$ cat config.mk
export PLATFORM = sky130hd
export DESIGN_NAME = pipelined_barrel_shifter
export DESIGN_NICKNAME = d
export VERILOG_FILES = /design/src/rtl/pipelined_barrel_shifter.sv
export SDC_FILE = /design/constraint.sdc
export NUM_CORES = 1
export LEC_CHECK = 0
export CORE_MARGIN = 2
export CORE_UTILIZATION = 25
export CTS_BUF_LIST = sky130_fd_sc_hd__clkbuf_4 sky130_fd_sc_hd__clkbuf_8
export CTS_CLUSTER_DIAMETER = 150
export DETAILED_ROUTE_END_ITERATION = 10
export GPL_ROUTABILITY_DRIVEN = 1
export PLACE_DENSITY = 0.41
export SLEW_MARGIN = 20
export SYNTH_ARGS = -nofsm -noshare
export SYNTH_HDL_FRONTEND = slang
export SYNTH_SLANG_ARGS = --single-unit
$ cat constraint.sdc
create_clock -name clock -period 6.45 [get_ports clock]
set_clock_uncertainty 0.1 [all_clocks]
set_input_delay 0.645 -clock clock [delete_from_list [all_inputs] [get_ports clock]]
set_output_delay 0.645 -clock clock [all_outputs]
set_load 0.1 [all_outputs]
$ cat src/rtl/pipelined_barrel_shifter.sv
`default_nettype none
// ============================================================================
// Module   : pipelined_barrel_shifter
// Purpose  : Parametrised SLL/SRL/SRA/ROL/ROR barrel shifter, split into
//            STAGES register stages with a bubble-collapsing valid/ready pipe.
// Revision : 1.0  initial release
// ============================================================================
module pipelined_barrel_shifter #(
    parameter int WIDTH   = 32,
    parameter int SHAMT_W = $clog2(WIDTH),
    parameter int STAGES  = 2,
    parameter int TAG_W   = 4
) (
    input  logic               clock,
    input  logic               reset,
    input  logic               in_valid,
    output logic               in_ready,
    input  logic [WIDTH-1:0]   in_data,
    input  logic [SHAMT_W-1:0] in_shamt,
    input  logic [2:0]         in_op,
    input  logic [TAG_W-1:0]   in_tag,
    output logic               out_valid,
    input  logic               out_ready,
    output logic [WIDTH-1:0]   out_data,
    output logic [TAG_W-1:0]   out_tag,
    output logic               out_zero,
    output logic               busy
);

    localparam int         c_lvls   = (SHAMT_W + STAGES - 1) / STAGES;
    localparam logic [2:0] c_op_sll = 3'b000;
    localparam logic [2:0] c_op_srl = 3'b001;
    localparam logic [2:0] c_op_sra = 3'b010;
    localparam logic [2:0] c_op_rol = 3'b011;
    localparam logic [2:0] c_op_ror = 3'b100;

    logic [STAGES-1:0]  r_valid;
    logic [WIDTH-1:0]   r_data  [STAGES];
    logic [SHAMT_W-1:0] r_shamt [STAGES];
    logic [2:0]         r_op    [STAGES];
    logic [TAG_W-1:0]   r_tag   [STAGES];
    logic               r_zero;

    logic [STAGES-1:0]  w_adv;
    logic [STAGES-1:0]  w_take;
    logic [WIDTH-1:0]   w_src_data  [STAGES];
    logic [SHAMT_W-1:0] w_src_shamt [STAGES];
    logic [2:0]         w_src_op    [STAGES];
    logic [TAG_W-1:0]   w_src_tag   [STAGES];
    logic [WIDTH-1:0]   w_res       [STAGES];

    // One mux level: shift by 2^k. SRA keeps the MSB, which is still the
    // original sign bit because every earlier level also sign-filled.
    function automatic logic [WIDTH-1:0] f_level(input logic [WIDTH-1:0] d,
                                                 input int k,
                                                 input logic [2:0] op);
        logic [WIDTH-1:0] r;
        int n;
        n = 1 << k;
        case (op)
            c_op_sll: r = d << n;
            c_op_srl: r = d >> n;
            c_op_sra: r = $signed(d) >>> n;
            c_op_rol: r = (d << n) | (d >> (WIDTH - n));
            c_op_ror: r = (d >> n) | (d << (WIDTH - n));
            default:  r = d;
        endcase
        return r;
    endfunction

    // Stall chain, walked from the output back to the input.
    always_comb begin
        logic w_ok;
        w_ok  = out_ready;
        w_adv = '0;
        for (int s = STAGES - 1; s >= 0; s--) begin
            w_adv[s] = r_valid[s] && w_ok;
            w_ok     = !r_valid[s] || w_adv[s];
        end
    end

    assign in_ready = !r_valid[0] || w_adv[0];

    always_comb begin
        w_take    = '0;
        w_take[0] = in_valid && in_ready;
        for (int s = 1; s < STAGES; s++) begin
            w_take[s] = w_adv[s-1];
        end
    end

    always_comb begin
        w_src_data[0]  = in_data;
        w_src_shamt[0] = in_shamt;
        w_src_op[0]    = in_op;
        w_src_tag[0]   = in_tag;
        for (int s = 1; s < STAGES; s++) begin
            w_src_data[s]  = r_data[s-1];
            w_src_shamt[s] = r_shamt[s-1];
            w_src_op[s]    = r_op[s-1];
            w_src_tag[s]   = r_tag[s-1];
        end
    end

    // Level k belongs to stage k / c_lvls; the last stage gets the remainder.
    always_comb begin
        for (int s = 0; s < STAGES; s++) begin
            w_res[s] = w_src_data[s];
            for (int k = 0; k < SHAMT_W; k++) begin
                if (((k / c_lvls) == s) && w_src_shamt[s][k]) begin
                    w_res[s] = f_level(w_res[s], k, w_src_op[s]);
                end
            end
        end
    end

    always_ff @(posedge clock or posedge reset) begin
        if (reset) begin
            r_valid <= '0;
            r_zero  <= 1'b1;
            for (int s = 0; s < STAGES; s++) begin
                r_data[s]  <= '0;
                r_shamt[s] <= '0;
                r_op[s]    <= '0;
                r_tag[s]   <= '0;
            end
        end else begin
            for (int s = 0; s < STAGES; s++) begin
                if (w_take[s]) begin
                    r_valid[s] <= 1'b1;
                    r_data[s]  <= w_res[s];
                    r_shamt[s] <= w_src_shamt[s];
                    r_op[s]    <= w_src_op[s];
                    r_tag[s]   <= w_src_tag[s];
                end else if (w_adv[s]) begin
                    r_valid[s] <= 1'b0;
                end
            end
            if (w_take[STAGES-1]) begin
                r_zero <= (w_res[STAGES-1] == '0);
            end
        end
    end

    assign out_valid = r_valid[STAGES-1];
    assign out_data  = r_data[STAGES-1];
    assign out_tag   = r_tag[STAGES-1];
    assign out_zero  = r_zero;
    assign busy      = |r_valid;

endmodule
`default_nettype wire

==> results.py <==
metrics = {
    "outcome": {
        "status": "complete, no violations",
    },
    "floorplanning": {
        "ios": 88,
        "rows": 62,
        "die_area_um2": 30620,
        "fp.coreArea_um2": 28780,
        "die-width_um": 175.0,
        "dieHeight_um": 175.0,
        "start_util_pct": 25.39,
    },
    "setup_path": {
        "ff2ff_setup_slack_ps": 2310,
        "critical_path_arrival_ps": 4640,
        "critPathTopFamily": "compound AO/OA/AOI/OAI gates",
        "reg2reg_from": "r_op[3]",
        "regToRegEndpoint": "out_zero",
        "path_cells": "clkdlybuf4s50_1, o21ai_1, nand2_1, buf_4, o21ai_0, a221oi_1, nor3_1, nor3_1, o31ai_1",
        "cp_slowest_stage_delay_ps": 750,
        "critPathCaptureType": "register",
        "cp.required_ps": 6640,
        "crit_buf_inv": 2,
        "slowest_stage": "o21ai_0",
        "reg2reg_depth": 8,
        "crit_top_cell": "nor3_1",
        "start_kind": "input pin",
        "path_max_fanout": 27,
        "worst-setup-path-type": "input pin to register",
    },
    "route": {
        "drt_pre_antenna_iters": 5,
        "drc": 0,
        "antenna_left": 0,
        "routed-via-count": 7916,
        "vias_per_cell": 5.707,
        "wirelength_mm": 29.58,
        "drtIter0Drc": 749,
        "drt-wirelength-per-cell_um": 21.33,
    },
    "logic_synthesis": {
        "synth_flop_cell": "dfrtp_1",
        "synth_xor_xnor_area_share_pct": 0.4622,
        "synth_seq_area_share_pct": 27.41,
        "syn_inst": 1001,
        "syn_area_per_cell_um2": 7.301,
        "async_flop_share_pct": 100.0,
        "synth-edff-count": 0,
        "synth_top_family_by_area": "compound AO/OA/AOI/OAI gates",
        "ys_types": 76,
        "yosysTopAreaCell": "dfrtp_1",
        "ys_ff_latch": 80,
        "yosys.area_share.simple_pct": 22.26,
        "synth_warnings": 0,
        "synthMuxAreaShare_pct": 4.417,
        "synth-adder-area-share_pct": 0.2739,
        "synth_area_um2": 7308,
        "synth_area_leaders": "dfrtp_1, a221oi_1, nor2_1",
        "synth_compound_area_share_pct": 35.42,
        "syn_nets": 1049,
        "synth_top_area_share_pct": 27.05,
    },
    "placed_design": {
        "place.gp.congestion": 0.8676,
        "placed_area_um2": 8197,
        "portBuffers": 87,
        "place_ws_ps": 1711,
        "hpwl_mm": 21.45,
    },
    "min_path": {
        "hold_class": "register to register",
        "min_from": "r_tag[6]",
        "min_to": "out_tag[2]",
        "holdPathStages": 2,
    },
    "grt": {
        "grt_use_met1_pct": 26.60,
        "gr-usage-all-layers_pct": 19.20,
        "use_met2_pct": 29.83,
        "antenna_found_initial": 0,
        "grt_max_degree": 81,
        "grt_pass1_wl_mm": 46.11,
        "grtUsageMet3_pct": 2.654,
        "overflow": 0,
        "grt_pass1_vias": 7482,
        "grt_busiest_layer": "met2",
    },
    "timing": {
        "fmax_ghz": 0.2251,
        "slew_headroom_pct": 29.54,
        "hold_ws_ps": 366.3,
        "drv_slew": 0,
        "final_hold_viol_count": 0,
        "period_needed_ps": 4443,
        "rsz0062_at_grt": "false",
        "worst_pin_slew_ps": 1057,
        "setup_slack_ps": 2007,
        "period_share_pct": 68.89,
        "final.setup.tns_ps": 0,
        "finalSetupViolations": 0,
    },
    "cells_and_area": {
        "layout_commonest_cell": "nor2_1",
        "layout.nets": 1046,
        "area_growth_pct": 15.49,
        "final_area_um2": 8441,
        "antennaDiodeCount": 0,
        "drive_gt1_share_pct": 6.879,
        "final_cell_mix": "nor2_1, nand2_1, o21ai_0",
    },
    "job": {
        "cap_violations": 0,
    },
    "power": {
        "pwr-share-comb_pct": 57.5,
        "p_clk_share_pct": 15.9,
        "ir_worst_vdd_uv": 99.77,
        "p_leak_nw": 3.192,
        "p_sw_share_pct": 53.14,
        "powerDensity_nw_per_um2": 336.8,
        "internal_power_mw": 1.332,
        "seqPwrFrac_pct": 26.7,
        "power_mw": 2.843,
        "switchingPower_mw": 1.511,
    },
    "clock_network": {
        "post_cts_buffers": 0,
        "postCtsHoldBufs": 0,
        "clkTransAtPathRegs_ps": 90,
        "cts_buffer_depth": 2,
        "cts_max_level": 3,
        "clock_sinks": 80,
        "cts_buffers": 9,
        "cts_resized": 0,
        "tritoncts": "built",
        "clk_latency_ps": 380,
        "root_buffer": "clkbuf_8",
    },
}
==> sequential cells by signal, indices dropped and copies added, names as in the netlist <==
signal	flops
out_zero	1
r_data	32
r_tag	4
r_op	3
r_valid	2
r_shamt	2
out_tag	4
out_data	32
==> worst reg2reg max path, cell delays in order, from the launching register on <==
cell and delay (ps):
dfrtp_1 530, buf_4 270, o21ai_1 600, nand2_1 490
a31oi_1 510, nand2_1 100, or4_1 540, or4_1 550
o41ai_2 350
==> through the flow <==
stage,util (%),instances
after CTS,29.31,1387
final,29.33,1387
after floorplan,-,1001
after global routing,29.33,1387
after global placement,28.48,1371
after detailed placement,28.48,1371
==> layout make-up <==
type / count / area, µm²
Fill cell: 3171 / 20340
Multi-Input combinational cell: 783 / 4611
Sequential cell: 80 / 2003
Timing Repair Buffer: 108 / 1045
Tap cell: 384 / 480.5
Clock buffer: 12 / 165.2
Clock inverter: 4 / 75.07
Inverter: 16 / 61.31
==> how the worst max path moves through the flow <==
stage / from / end / slack [ps] / cells past startpoint
2_1_floorplan: r_valid[1] / r_data[63] / 3120 / 6
3_3_place_gp: in_op[0] / r_data[56] / 1800 / 11
3_5_place_dp: in_op[0] / r_data[46] / 1710 / 9
4_1_cts: in_op[0] / r_data[46] / 2110 / 9
5_1_grt: in_op[0] / r_data[46] / 1730 / 9
6_report: in_op[0] / r_data[46] / 2010 / 9
==> per-layer routing <==
layer / part of all wire [%] / vias to the layer above
li1: - / 3682
met1: 45 / 3815
met2: 45 / 351
met3: 5.8 / 68
met4: 3.9 / 0
met5: 0 / -
==> logic make-up after synthesis <==
kind of cell               count (synthesis)
buffers and inverters                    138
xor gates and xnor gates                   3
and+or+nand+nor                          366
muxes                                     31
adders and majority gates                  2
AOI/OAI and AO/OA                        381
DFF                                       80
==> power by group through the flow <==
| stage | clock [mW] | sequential, mW | combinational [mW] |
|---|---|---|---|
| 3_5_place_dp | 0 | 0.769 | 1.62 |
| 2_1_floorplan | 0 | 0.711 | 1.33 |
| 5_1_grt | 0.491 | 0.778 | 1.74 |
| 3_3_place_gp | 0 | 0.768 | 1.63 |
| 6_report | 0.452 | 0.758 | 1.63 |
| 4_1_cts | 0.472 | 0.758 | 1.63 |
==> Yosys cell counts (all sizes together), types with 8 or more instances <==
cell    instances
buf            65
clkbuf         57
a211oi         27
nor3           22
nor2          141
o21ai          98
inv            14
a31oi          11
a32oi           8
nand2         132
nand2b          9
dfrtp          79
mux2i          24
a22oi          15
o31ai          11
a221oi         62
o22ai          20
and2           12
a21oi          67
nand3          10
No activity file was read; power rests on OpenSTA's default activity.
